**src/rtl/uart_rx_pkg.sv**
```systemverilog
// uart_rx_pkg - shared types and helpers for the UART receive engine.
//   rx_state_e      : receive FSM states
//   MIN_DATA_BITS   : smallest legal data_bits value
//   rx_cfg_t        : frame configuration latched at start-bit confirm
//   clamp_data_bits : forces a requested data width into the legal range
//   parity_mismatch : parity check of a received frame
package uart_rx_pkg;

   typedef enum logic [2:0] {
      IDLE   = 3'd0,
      START  = 3'd1,
      DATA   = 3'd2,
      PARITY = 3'd3,
      STOP   = 3'd4
   } rx_state_e;

   localparam logic [3:0] MIN_DATA_BITS = 4'd5;

   typedef struct packed {
      logic [3:0] data_bits;
      logic       parity_en;
      logic       parity_odd;
      logic       two_stop;
   } rx_cfg_t;

   function automatic logic [3:0] clamp_data_bits(input logic [3:0] req,
                                                  input logic [3:0] max_bits);
      logic [3:0] res;
      if (req < MIN_DATA_BITS) begin
         res = MIN_DATA_BITS;
      end else if (req > max_bits) begin
         res = max_bits;
      end else begin
         res = req;
      end
      return res;
   endfunction

   // data_xor is the XOR of all received data bits; the total including the
   // parity sample must come out equal to parity_odd.
   function automatic logic parity_mismatch(input logic data_xor,
                                            input logic sample,
                                            input logic odd);
      return ((data_xor ^ sample) != odd);
   endfunction

endpackage

```
**src/rtl/uart_rx_engine_sampler.sv**
```systemverilog
// uart_rx_sampler - input synchroniser, oversample tick counter and mid-bit
// sample strobe for the UART receive engine.
// Optional feature macro: UART_RX_MAJORITY_EN (2-of-3 majority sampling).
// Ports:
//   pclk, presetn : clock, asynchronous active-low reset
//   uart_rxd      : raw asynchronous serial line (idle high)
//   baud_tick     : OVERSAMPLE pulses per bit period
//   cnt_clr       : clears the tick counter (takes priority over baud_tick)
//   half_mode     : 1 while confirming the start bit (half-bit decision point)
//   rxs           : synchronised line value
//   sample_stb    : one-cycle strobe, a bit decision is available
//   sample_val    : decided bit value, qualified by sample_stb
//   sample_noise  : (macro only) the three samples of this bit disagreed
module uart_rx_sampler #(
   parameter int OVERSAMPLE  = 16,
   parameter int SYNC_STAGES = 2
) (
   input  logic pclk,
   input  logic presetn,
   input  logic uart_rxd,
   input  logic baud_tick,
   input  logic cnt_clr,
   input  logic half_mode,
   output logic rxs,
   output logic sample_stb,
`ifdef UART_RX_MAJORITY_EN
   output logic sample_noise,
`endif
   output logic sample_val
);

   localparam int TW = $clog2(OVERSAMPLE);

   // With majority voting the decision is taken one tick after mid-bit, once
   // the mid+1 sample exists; the counter is cleared there, so later bits
   // keep the same mid+1 alignment.
`ifdef UART_RX_MAJORITY_EN
   localparam int HALF_PT = OVERSAMPLE / 2;
`else
   localparam int HALF_PT = OVERSAMPLE / 2 - 1;
`endif
   localparam logic [TW-1:0] T_HALF = TW'(HALF_PT);
   localparam logic [TW-1:0] T_FULL = TW'(OVERSAMPLE - 1);

   logic [SYNC_STAGES-1:0] sync_r;
   logic [TW-1:0]          tcnt_r;
   logic [TW-1:0]          dec_pt_s;

   // Synchroniser chain, resets to the idle line level.
   always_ff @(posedge pclk or negedge presetn) begin
      if (!presetn) begin
         sync_r <= {SYNC_STAGES{1'b1}};
      end else begin
         sync_r <= {sync_r[SYNC_STAGES-2:0], uart_rxd};
      end
   end

   assign rxs = sync_r[SYNC_STAGES-1];

   // Oversample tick counter, wraps at OVERSAMPLE-1.
   always_ff @(posedge pclk or negedge presetn) begin
      if (!presetn) begin
         tcnt_r <= {TW{1'b0}};
      end else if (cnt_clr) begin
         tcnt_r <= {TW{1'b0}};
      end else if (baud_tick) begin
         tcnt_r <= (tcnt_r == T_FULL) ? {TW{1'b0}} : tcnt_r + TW'(1);
      end
   end

   // Decision point: half a bit into the start bit, then every full bit.
   always_comb begin
      if (half_mode) begin
         dec_pt_s = T_HALF;
      end else begin
         dec_pt_s = T_FULL;
      end
   end

   assign sample_stb = baud_tick & (tcnt_r == dec_pt_s);

`ifdef UART_RX_MAJORITY_EN
   logic samp_a_r;
   logic samp_b_r;

   // Capture the two samples preceding the decision tick.
   always_ff @(posedge pclk or negedge presetn) begin
      if (!presetn) begin
         samp_a_r <= 1'b1;
         samp_b_r <= 1'b1;
      end else if (baud_tick) begin
         if (tcnt_r == dec_pt_s - TW'(2)) samp_a_r <= rxs;
         if (tcnt_r == dec_pt_s - TW'(1)) samp_b_r <= rxs;
      end
   end

   assign sample_val   = (samp_a_r & samp_b_r) | (samp_a_r & rxs) | (samp_b_r & rxs);
   assign sample_noise = ~((samp_a_r == samp_b_r) & (samp_b_r == rxs));
`else
   assign sample_val = rxs;
`endif

endmodule

```
**src/rtl/uart_rx_engine.sv**
```systemverilog
// uart_rx_engine - UART receive engine: deframes the serial line into data
// words with parity, framing and break status.
// Optional feature macro: UART_RX_MAJORITY_EN (adds noise_err output).
// Ports:
//   pclk, presetn  : clock, asynchronous active-low reset
//   rx_en          : receiver enable; low aborts any frame in progress
//   uart_rxd       : asynchronous serial input, idle high
//   baud_tick      : OVERSAMPLE pulses per bit period
//   data_bits, parity_en, parity_odd, two_stop : frame configuration,
//                    latched at start-bit confirm
//   rx_data        : received word, right-justified, upper bits zero
//   rx_valid       : one-cycle pulse qualifying rx_data and the flags
//   parity_err, frame_err, break_det : frame status, held until next rx_valid
//   noise_err      : (macro only) some bit's three samples disagreed
//   busy           : FSM not IDLE
module uart_rx_engine
   import uart_rx_pkg::*;
#(
   parameter int OVERSAMPLE  = 16,
   parameter int MAX_DATA_W  = 9,
   parameter int SYNC_STAGES = 2
) (
   input  logic                  pclk,
   input  logic                  presetn,
   input  logic                  rx_en,
   input  logic                  uart_rxd,
   input  logic                  baud_tick,
   input  logic [3:0]            data_bits,
   input  logic                  parity_en,
   input  logic                  parity_odd,
   input  logic                  two_stop,
   output logic [MAX_DATA_W-1:0] rx_data,
   output logic                  rx_valid,
   output logic                  parity_err,
   output logic                  frame_err,
   output logic                  break_det,
`ifdef UART_RX_MAJORITY_EN
   output logic                  noise_err,
`endif
   output logic                  busy
);

   localparam logic [3:0] MAX_BITS = 4'(MAX_DATA_W);

   rx_state_e             state_r, state_n;
   rx_cfg_t               cfg_r;
   logic [3:0]            bitcnt_r;
   logic                  stop2_r;      // first of two stop bits already taken
   logic [MAX_DATA_W-1:0] shift_r;
   logic                  perr_acc_r;
   logic                  ferr_acc_r;
   logic                  zero_acc_r;   // every sample of this frame so far low
   logic                  wait_high_r;  // break seen, hold off until line idles
   logic [MAX_DATA_W-1:0] rx_data_r;
   logic                  rx_valid_r, parity_err_r, frame_err_r, break_det_r, busy_r;

   logic rxs_s, sample_stb_s, sample_val_s;
   logic cnt_clr_s, half_mode_s, last_bit_s, frame_done_s;
   logic stop_ferr_s, stop_zero_s;

   assign cnt_clr_s   = (state_r == IDLE) | ((state_r == START) & sample_stb_s);
   assign half_mode_s = (state_r == START);
   assign last_bit_s  = (bitcnt_r == cfg_r.data_bits - 4'd1);
   assign stop_ferr_s = ferr_acc_r | ~sample_val_s;
   assign stop_zero_s = zero_acc_r & ~sample_val_s;

`ifdef UART_RX_MAJORITY_EN
   logic sample_noise_s;
   logic noise_acc_r;
   logic noise_err_r;
`endif

   uart_rx_sampler #(
      .OVERSAMPLE (OVERSAMPLE),
      .SYNC_STAGES(SYNC_STAGES)
   ) u_sampler (
      .pclk        (pclk),
      .presetn     (presetn),
      .uart_rxd    (uart_rxd),
      .baud_tick   (baud_tick),
      .cnt_clr     (cnt_clr_s),
      .half_mode   (half_mode_s),
      .rxs         (rxs_s),
      .sample_stb  (sample_stb_s),
`ifdef UART_RX_MAJORITY_EN
      .sample_noise(sample_noise_s),
`endif
      .sample_val  (sample_val_s)
   );

   // FSM state register.
   always_ff @(posedge pclk or negedge presetn) begin
      if (!presetn) begin
         state_r <= IDLE;
      end else begin
         state_r <= state_n;
      end
   end

   // FSM next-state logic; rx_en low overrides everything.
   always_comb begin
      state_n      = state_r;
      frame_done_s = 1'b0;
      if (!rx_en) begin
         state_n = IDLE;
      end else begin
         case (state_r)
            IDLE: begin
               if (!rxs_s && !wait_high_r) state_n = START;
               else                        state_n = IDLE;
            end
            START: begin
               if (sample_stb_s) state_n = sample_val_s ? IDLE : DATA;
               else              state_n = START;
            end
            DATA: begin
               if (sample_stb_s && last_bit_s) state_n = cfg_r.parity_en ? PARITY : STOP;
               else                            state_n = DATA;
            end
            PARITY: begin
               if (sample_stb_s) state_n = STOP;
               else              state_n = PARITY;
            end
            STOP: begin
               if (sample_stb_s && (!cfg_r.two_stop || stop2_r)) begin
                  state_n      = IDLE;
                  frame_done_s = 1'b1;
               end else begin
                  state_n = STOP;
               end
            end
            default: state_n = IDLE;
         endcase
      end
   end

   // Frame datapath, status accumulation and registered outputs.
   always_ff @(posedge pclk or negedge presetn) begin
      if (!presetn) begin
         cfg_r        <= '{data_bits: MIN_DATA_BITS, parity_en: 1'b0, parity_odd: 1'b0, two_stop: 1'b0};
         bitcnt_r     <= 4'd0;
         stop2_r      <= 1'b0;
         shift_r      <= {MAX_DATA_W{1'b0}};
         perr_acc_r   <= 1'b0;
         ferr_acc_r   <= 1'b0;
         zero_acc_r   <= 1'b0;
         wait_high_r  <= 1'b0;
         rx_data_r    <= {MAX_DATA_W{1'b0}};
         rx_valid_r   <= 1'b0;
         parity_err_r <= 1'b0;
         frame_err_r  <= 1'b0;
         break_det_r  <= 1'b0;
         busy_r       <= 1'b0;
`ifdef UART_RX_MAJORITY_EN
         noise_acc_r  <= 1'b0;
         noise_err_r  <= 1'b0;
`endif
      end else begin
         rx_valid_r <= 1'b0;
         busy_r     <= (state_n != IDLE);
         if (rxs_s) wait_high_r <= 1'b0;
         if (rx_en && sample_stb_s) begin
`ifdef UART_RX_MAJORITY_EN
            if (state_r != IDLE) noise_acc_r <= noise_acc_r | sample_noise_s;
`endif
            case (state_r)
               START: begin
                  if (!sample_val_s) begin
                     cfg_r.data_bits  <= clamp_data_bits(data_bits, MAX_BITS);
                     cfg_r.parity_en  <= parity_en;
                     cfg_r.parity_odd <= parity_odd;
                     cfg_r.two_stop   <= two_stop;
                     bitcnt_r         <= 4'd0;
                     stop2_r          <= 1'b0;
                     shift_r          <= {MAX_DATA_W{1'b0}};
                     perr_acc_r       <= 1'b0;
                     ferr_acc_r       <= 1'b0;
                     zero_acc_r       <= 1'b1;
`ifdef UART_RX_MAJORITY_EN
                     noise_acc_r      <= sample_noise_s;
`endif
                  end
               end
               DATA: begin
                  shift_r    <= shift_r | (MAX_DATA_W'(sample_val_s) << bitcnt_r);
                  bitcnt_r   <= bitcnt_r + 4'd1;
                  zero_acc_r <= zero_acc_r & ~sample_val_s;
               end
               PARITY: begin
                  perr_acc_r <= parity_mismatch(^shift_r, sample_val_s, cfg_r.parity_odd);
                  zero_acc_r <= zero_acc_r & ~sample_val_s;
               end
               STOP: begin
                  stop2_r    <= 1'b1;
                  ferr_acc_r <= stop_ferr_s;
                  zero_acc_r <= stop_zero_s;
                  if (frame_done_s) begin
                     rx_valid_r   <= 1'b1;
                     rx_data_r    <= shift_r;
                     parity_err_r <= perr_acc_r;
                     frame_err_r  <= stop_ferr_s;
                     break_det_r  <= stop_zero_s & stop_ferr_s;
                     wait_high_r  <= stop_zero_s;
`ifdef UART_RX_MAJORITY_EN
                     noise_err_r  <= noise_acc_r | sample_noise_s;
`endif
                  end
               end
               default: begin
               end
            endcase
         end
      end
   end

   assign rx_data    = rx_data_r;
   assign rx_valid   = rx_valid_r;
   assign parity_err = parity_err_r;
   assign frame_err  = frame_err_r;
   assign break_det  = break_det_r;
   assign busy       = busy_r;
`ifdef UART_RX_MAJORITY_EN
   assign noise_err  = noise_err_r;
`endif

endmodule

```
**config.mk**
```make
export PLATFORM = sky130hd
export DESIGN_NAME = uart_rx_engine
export DESIGN_NICKNAME = d
export VERILOG_FILES = /design/src/rtl/uart_rx_pkg.sv /design/src/rtl/uart_rx_engine_sampler.sv /design/src/rtl/uart_rx_engine.sv
export SDC_FILE = /design/constraint.sdc
export NUM_CORES = 1
export LEC_CHECK = 0
export ABC_CLOCK_PERIOD_IN_PS = 2400
export BUFFER_PORTS_ARGS = -buffer_cell sky130_fd_sc_hd__buf_2
export CORE_MARGIN = 5
export CORE_UTILIZATION = 30
export DETAILED_ROUTE_END_ITERATION = 10
export PLACE_DENSITY = 0.42
export SETUP_SLACK_MARGIN = 0.5
export SLEW_MARGIN = 20
export SYNTH_ARGS = -nofsm -noshare
export SYNTH_HDL_FRONTEND = slang
export SYNTH_SLANG_ARGS = --single-unit
export TNS_END_PERCENT = 50
```
**constraint.sdc**
```tcl
create_clock -name pclk -period 2.4 [get_ports pclk]
set_clock_uncertainty 0.2 [all_clocks]
set_input_delay 0.48 -clock pclk [delete_from_list [all_inputs] [get_ports pclk]]
set_output_delay 0.48 -clock pclk [all_outputs]
set_load 0.05 [all_outputs]
```
; Yosys cells after proc, flatten, opt, wreduce, memory -nomap -nowiden
; Index checks and enable logic that the tools add are counted.
[totals]
elab_cells = 102
output_inout_bits = 14
register_bits = 48
inputBits = 12
[classes]
magnitude_cmp = 2
addsub = 3
eq_ne = 9
reduce_logical = 23
mux = 35
n_bitwise = 9
n_shift = 1
[op_table]
columns = cell, count
row1 = $mux 4, 7
row2 = $pmux 9 s2, 1
row3 = $reduce_and 3->1, 6
row4 = $mux 3, 5
row5 = $pmux 3 s5, 1
row6 = $mux 1, 13
row7 = $reduce_bool 2->1, 5
row8 = $mux 9, 1
row9 = $or 9x9->9, 1
row10 = $reduce_xor 9->1, 1
row11 = $shl 1x4->9, 1
row12 = $add 4x1->4 const B, 2
row13 = $eq 4x4->1, 2
row14 = $pmux 1 s2, 4
row15 = $pmux 4 s2, 1
row16 = $eq 3x2->1 const B, 2
row17 = $and 1x1->1, 4
row18 = $eq 4x4->1 const B, 1
row19 = $gt 4x4->1 const B, 1
row20 = $logic_and 1x1->1, 4
row21 = $lt 4x3->1 const B, 1
row22 = $mux 2, 2
row23 = $sub 4x1->4 const B, 1
row24 = $eq 3x1->1 const B, 1
row25 = 11 further kinds, 14

; Longest topological paths before layout
[depth]
ltp_word = 11
depth_mapped = 7
depth_no_buf = 7

; Hierarchy
; A second synthesis with hierarchy kept.
[unflattened]
hier_cells = 225
area_unflattened_um2 = 2344.7
[modules_own_cells]
columns = mod, area_per_inst_um2, cells_per_inst, n_inst, seq_area_each_um2
row1 = uart_rx_engine, 2074.5, 201, 1, 1053.5
row2 = uart_rx_sampler, 270.3, 24, 1, 152.6

; Worst setup path after synthesis
; OpenSTA, ideal clock, no wires.
[synth_path]
path_type = register to register
startpoint = reg u_sampler.tcnt_r[0]
endpoint = reg rx_data_r[4] (netlist: rx_data[4])
path_buffers = 1
path_stages_with_launch = 7
arrival_time_ns = 1.727
setup_ns = 0.125
slack_ns = 0.348
required_ns = 2.075
synth_period_minus_slack_ns = 2.052
cell_sequence = dfrtp_1 ha_1 nand4_4 nor4_4 nand2_2 buf_6 mux2_4
[synth_between]
elab_chain_cells = 7
word_cells_on_any_way = 8
classes_between = eq/ne (1) / mux (3) / bitwise (1) / reduce/logical (3)
[synth_lines]
columns = element, line_no
row1 = "start, declared", uart_rx_engine_sampler.sv:46  ; logic [TW-1:0] tcnt_r;
row2 = "start signal, assigned", uart_rx_engine_sampler.sv:63  ; tcnt_r <= {TW{1'b0}};
row3 = "start signal, assigned", uart_rx_engine_sampler.sv:65  ; tcnt_r <= {TW{1'b0}};
row4 = "start signal, assigned", uart_rx_engine_sampler.sv:67  ; tcnt_r <= (tcnt_r == T_FULL) ? {TW{1'b0}} : tcnt_r + TW'(1);
row5 = $eq 4x4->1 *, uart_rx_engine_sampler.sv:80  ; assign sample_stb = baud_tick & (tcnt_r == dec_pt_s);
row6 = $and 1x1->1 *, uart_rx_engine_sampler.sv:80
row7 = $logic_and 1x1->1, uart_rx_engine.sv:125  ; if (sample_stb_s && (!cfg_r.two_stop || stop2_r)) begin
row8 = $mux 1, uart_rx_engine.sv:125
row9 = $mux 1, uart_rx_engine.sv:107  ; case (state_r)
row10 = $mux 1, uart_rx_engine.sv:104  ; if (!rx_en) begin
row11 = $reduce_and 3->1 (no line) *, -
row12 = "end signal, assigned", uart_rx_engine.sv:148  ; rx_data_r <= {MAX_DATA_W{1'b0}};
row13 = "end signal, assigned", uart_rx_engine.sv:199  ; rx_data_r <= shift_r;
row14 = "end, declared", uart_rx_engine.sv:54  ; logic [MAX_DATA_W-1:0] rx_data_r;
; Mark *: on every way between the ends. The rest lies on a longest branch, timed or not.
; A chain may end at the register's enable or synchronous reset.

; Worst setup path in the final report
[layout_path]
startpoint = reg u_sampler.tcnt_r[0]
endpoint = reg busy_r (netlist: busy)
[layout_between]
elab_chain_cells = 7
word_cells_on_any_way = 11
classes_between = eq/ne (1) / mux (6) / bitwise (1) / reduce/logical (3)
[layout_lines]
columns = element, line_no
row1 = $eq 4x4->1 *, uart_rx_engine_sampler.sv:80
row2 = $and 1x1->1 *, uart_rx_engine_sampler.sv:80
row3 = $logic_and 1x1->1 (on tied branches), "uart_rx_engine.sv:117, uart_rx_engine.sv:125"
row4 = $mux 3 (on tied branches), "uart_rx_engine.sv:117, uart_rx_engine.sv:125"
row5 = $pmux 3 s5 *, uart_rx_engine.sv:107
row6 = $mux 3 *, uart_rx_engine.sv:104
row7 = $reduce_bool 3->1 *, uart_rx_engine.sv:160  ; busy_r <= (state_n != IDLE);
row8 = "end signal, assigned", uart_rx_engine.sv:160
row9 = "end, declared", uart_rx_engine.sv:55  ; logic rx_valid_r, parity_err_r, frame_err_r, break_det_r, busy_r;
; Marks and branches as above.

==> impl_metrics.env <==
export IMPL_min_path_cells=1
export IMPL_dieArea_um2=10160
export IMPL_area_growth_pct=29.76
export IMPL_run_status="finished, final reports clean"
export IMPL_finish_instance_area_um2=3208
export IMPL_ctsRootBufferMaster="clkbuf_8"
export IMPL_hp_class="in2reg"
export IMPL_maxCapViolations=0
export IMPL_slew_headroom_pct=70.19
export IMPL_hold_end="u_sampler.sync_r[0]"
export IMPL_grt_pass1_wl_um=9956
export IMPL_period_minus_slack_ps=1974
export IMPL_min_delay_start="uart_rxd"
export IMPL_port_buffers=25
export IMPL_antenna_cells=0
export IMPL_yosysUniqueCellTypes=52
export IMPL_cp_end_kind="register"
export IMPL_cts_made_buffers=5
export IMPL_p_leak_uw=0.001473
export IMPL_syn_area_per_cell_um2=10.22
export IMPL_slew_viol_final=0
export IMPL_multi_input_area_um2=1290
export IMPL_finalHoldViolCount=0
export IMPL_post_place_ws_ps=235.4
export IMPL_initial_utilization_pct=30.40
export IMPL_critPathLaunchType="register"
export IMPL_use_met2_pct=19.54
export IMPL_synth_edf_count=0
export IMPL_core_region_area_um2=8134
export IMPL_wl_per_cell_um=14.76
export IMPL_cp_startpoint="u_sampler.tcnt_r[0]"
export IMPL_regArea_um2=1210
export IMPL_rrSetupSlack_ps=430
export IMPL_irDropWorstVdd_mv=0.2524
export IMPL_timing_fmax_mhz=506.6
export IMPL_path_class="reg2reg"
export IMPL_final_common_cell="dfrtp_1"
export IMPL_met1_usage_pct=17.30
export IMPL_rsz0062_at_grt="true"
export IMPL_htree_levels=2
export IMPL_clk_latency_ps=310
export IMPL_tightest_slew_ps=447.1
export IMPL_required_ps=2430
export IMPL_post_route_period_util_pct=82.25
export IMPL_drt_iter0_markers=73
export IMPL_synth_cell_area_um2=2472
export IMPL_io_pin_count=26
export IMPL_synth_ff_type="dfrtp_1"
export IMPL_firstDrtPassIters=4
export IMPL_dpl_instance_area_um2=2721
export IMPL_met3_usage_pct=2.422
export IMPL_r2r_start="u_sampler.tcnt_r[0]"
export IMPL_place_congestion=0.7526
export IMPL_arrival_ps=2000
export IMPL_cts_tree="done"
export IMPL_r2r_end="busy"
export IMPL_die_h_um=100.8
export IMPL_clkTransAtPathRegs_ps=90
export IMPL_setup_viol=0
export IMPL_drtAntennaViolNets=0
export IMPL_cts_max_path_buffers=2
export IMPL_antenna_found_initial=0
export IMPL_synthCells=242
export IMPL_vias=1906
export IMPL_worst_path_max_fanout=8
export IMPL_nets=308
export IMPL_final_cell_mix="41 x dfrtp_1, 29 x buf_4, 25 x nand2_1, 25 x buf_2, 20 x nor2_1"
export IMPL_setup_tns_ps=0
export IMPL_grt_usage_pct=12.41
export IMPL_grt_pass1_vias=1914
export IMPL_p_per_area_nw_per_um2=477.8
export IMPL_routed_wl_um=5890
export IMPL_hpwlAfterDp_um=3848
export IMPL_fillers=821
export IMPL_ys_seq_area_share_pct=48.79
export IMPL_drc_errors=0
export IMPL_synth_warnings=0
export IMPL_cts_sinks=48
export IMPL_ys_ff_latch=48
export IMPL_die_x_um=100.8
export IMPL_overflow=0
export IMPL_grt_max_degree=49
export IMPL_setup_ws_ps=425.9
export IMPL_r2r_cells=7
export IMPL_syn_num_nets=257
export IMPL_row_count=33
export IMPL_synthArstFlopShare_pct=100.0
export IMPL_grt_busiest_layer="met2"
export IMPL_vias_per_cell=4.777
export IMPL_drive_gt1_share_pct=38.44
cell usage after synthesis (5+ instances only):
cell type   n  share of area, %
a31oi_1     7               1.8
mux2_2      6               2.7
inv_1       9               1.4
o21ai_0    11               2.2
clkbuf_1    5              0.76
xnor2_1    16               5.7
nor3_1      7               1.4
a21oi_1    18               3.6
dfrtp_1    44                45
nand2_1    25               3.8
nor2_1     20               3.0
through the flow:
stage,hold WS (ps),total power (uW),cells,utilization [%]
after floorplan,-15.59,884.9,242,-
after global placement,148.0,928.2,364,33.46
after detailed placement,149.7,927.4,364,33.46
after CTS,58.66,1550,395,38.19
after global routing,54.56,1598,399,39.44
final,66.10,1533,399,39.44
sequential cells by signal, summed over array words and instances, names as in the netlist, 2 cells and up:
name / count
bitcnt_r: 4
shift_r: 9
u_sampler.sync_r: 2
u_sampler.tcnt_r: 4
cfg_r: 7
state_r: 3
rx_data: 9
worst max-delay path, cell delays in order (launching register included):
cell and delay, ps:
dfrtp_2 440, ha_4 180, buf_4 140, and3_2 230, o21ai_0 110, a2bb2oi_1 100
or2_2 320, a31oi_2 180
per-layer routing:
metal,vias up,wire length [um],share of wire [%]
li1,943,-,-
met1,922,2761,47
met2,37,2797,47
met3,4,266,4.5
met4,0,64,1.1
met5,-,0,0
how the worst max path moves through the flow:
stage	cells past startpoint	endpoint	slack (ps)
4_1_cts	7	state_r[1]	420
6_report	7	busy	430
5_1_grt	7	busy	370
2_1_floorplan	5	stop2_r	450
3_5_place_dp	5	rx_data[5]	240
3_3_place_gp	5	rx_data[5]	270
repair_timing:
| action | 4_1_cts | 5_1_grt |
|---|---|---|
| pin swaps | 8 | 13 |
| buffers inserted | 22 | 4 |
| gates cloned | 0 | 0 |
| endpoints found under the setup margin | 38 | 39 |
| endpoints found under the hold margin | 44 | 0 |
| gates resized for setup | 13 | 18 |
| hold buffers | 1 | 0 |
logic make-up after synthesis:
logic type               count (synthesis)  share of synthesized area, %
AO/OA/AOI/OAI                           52                         12.75
XOR/XNOR                                19                         6.731
adder cells (fa/ha/maj)                  3                         1.518
buffers and inverters                   24                         4.959
flip-flops                              48                         48.79
multiplexers                            12                         5.972
AND/OR/NAND/NOR                         84                         19.28
cell type report:
cell class	count	share of cell area (%)
clock inverters	3	1.443
multi-input cells	170	40.21
flip-flops and latches	48	37.71
well taps	105	4.095
inverters	9	1.053
repair buffers	59	13.34
clock buffers	5	2.145
power by group:
part / leakage (uW) / switching (uW) / internal (uW)
registers: 0.000633 / 5.17 / 816
clock network: 0.0000548 / 293 / 314
logic: 0.000785 / 61.4 / 43.2
total: 0.00147 / 360 / 1170
Power figures use the tool's default switching activity.
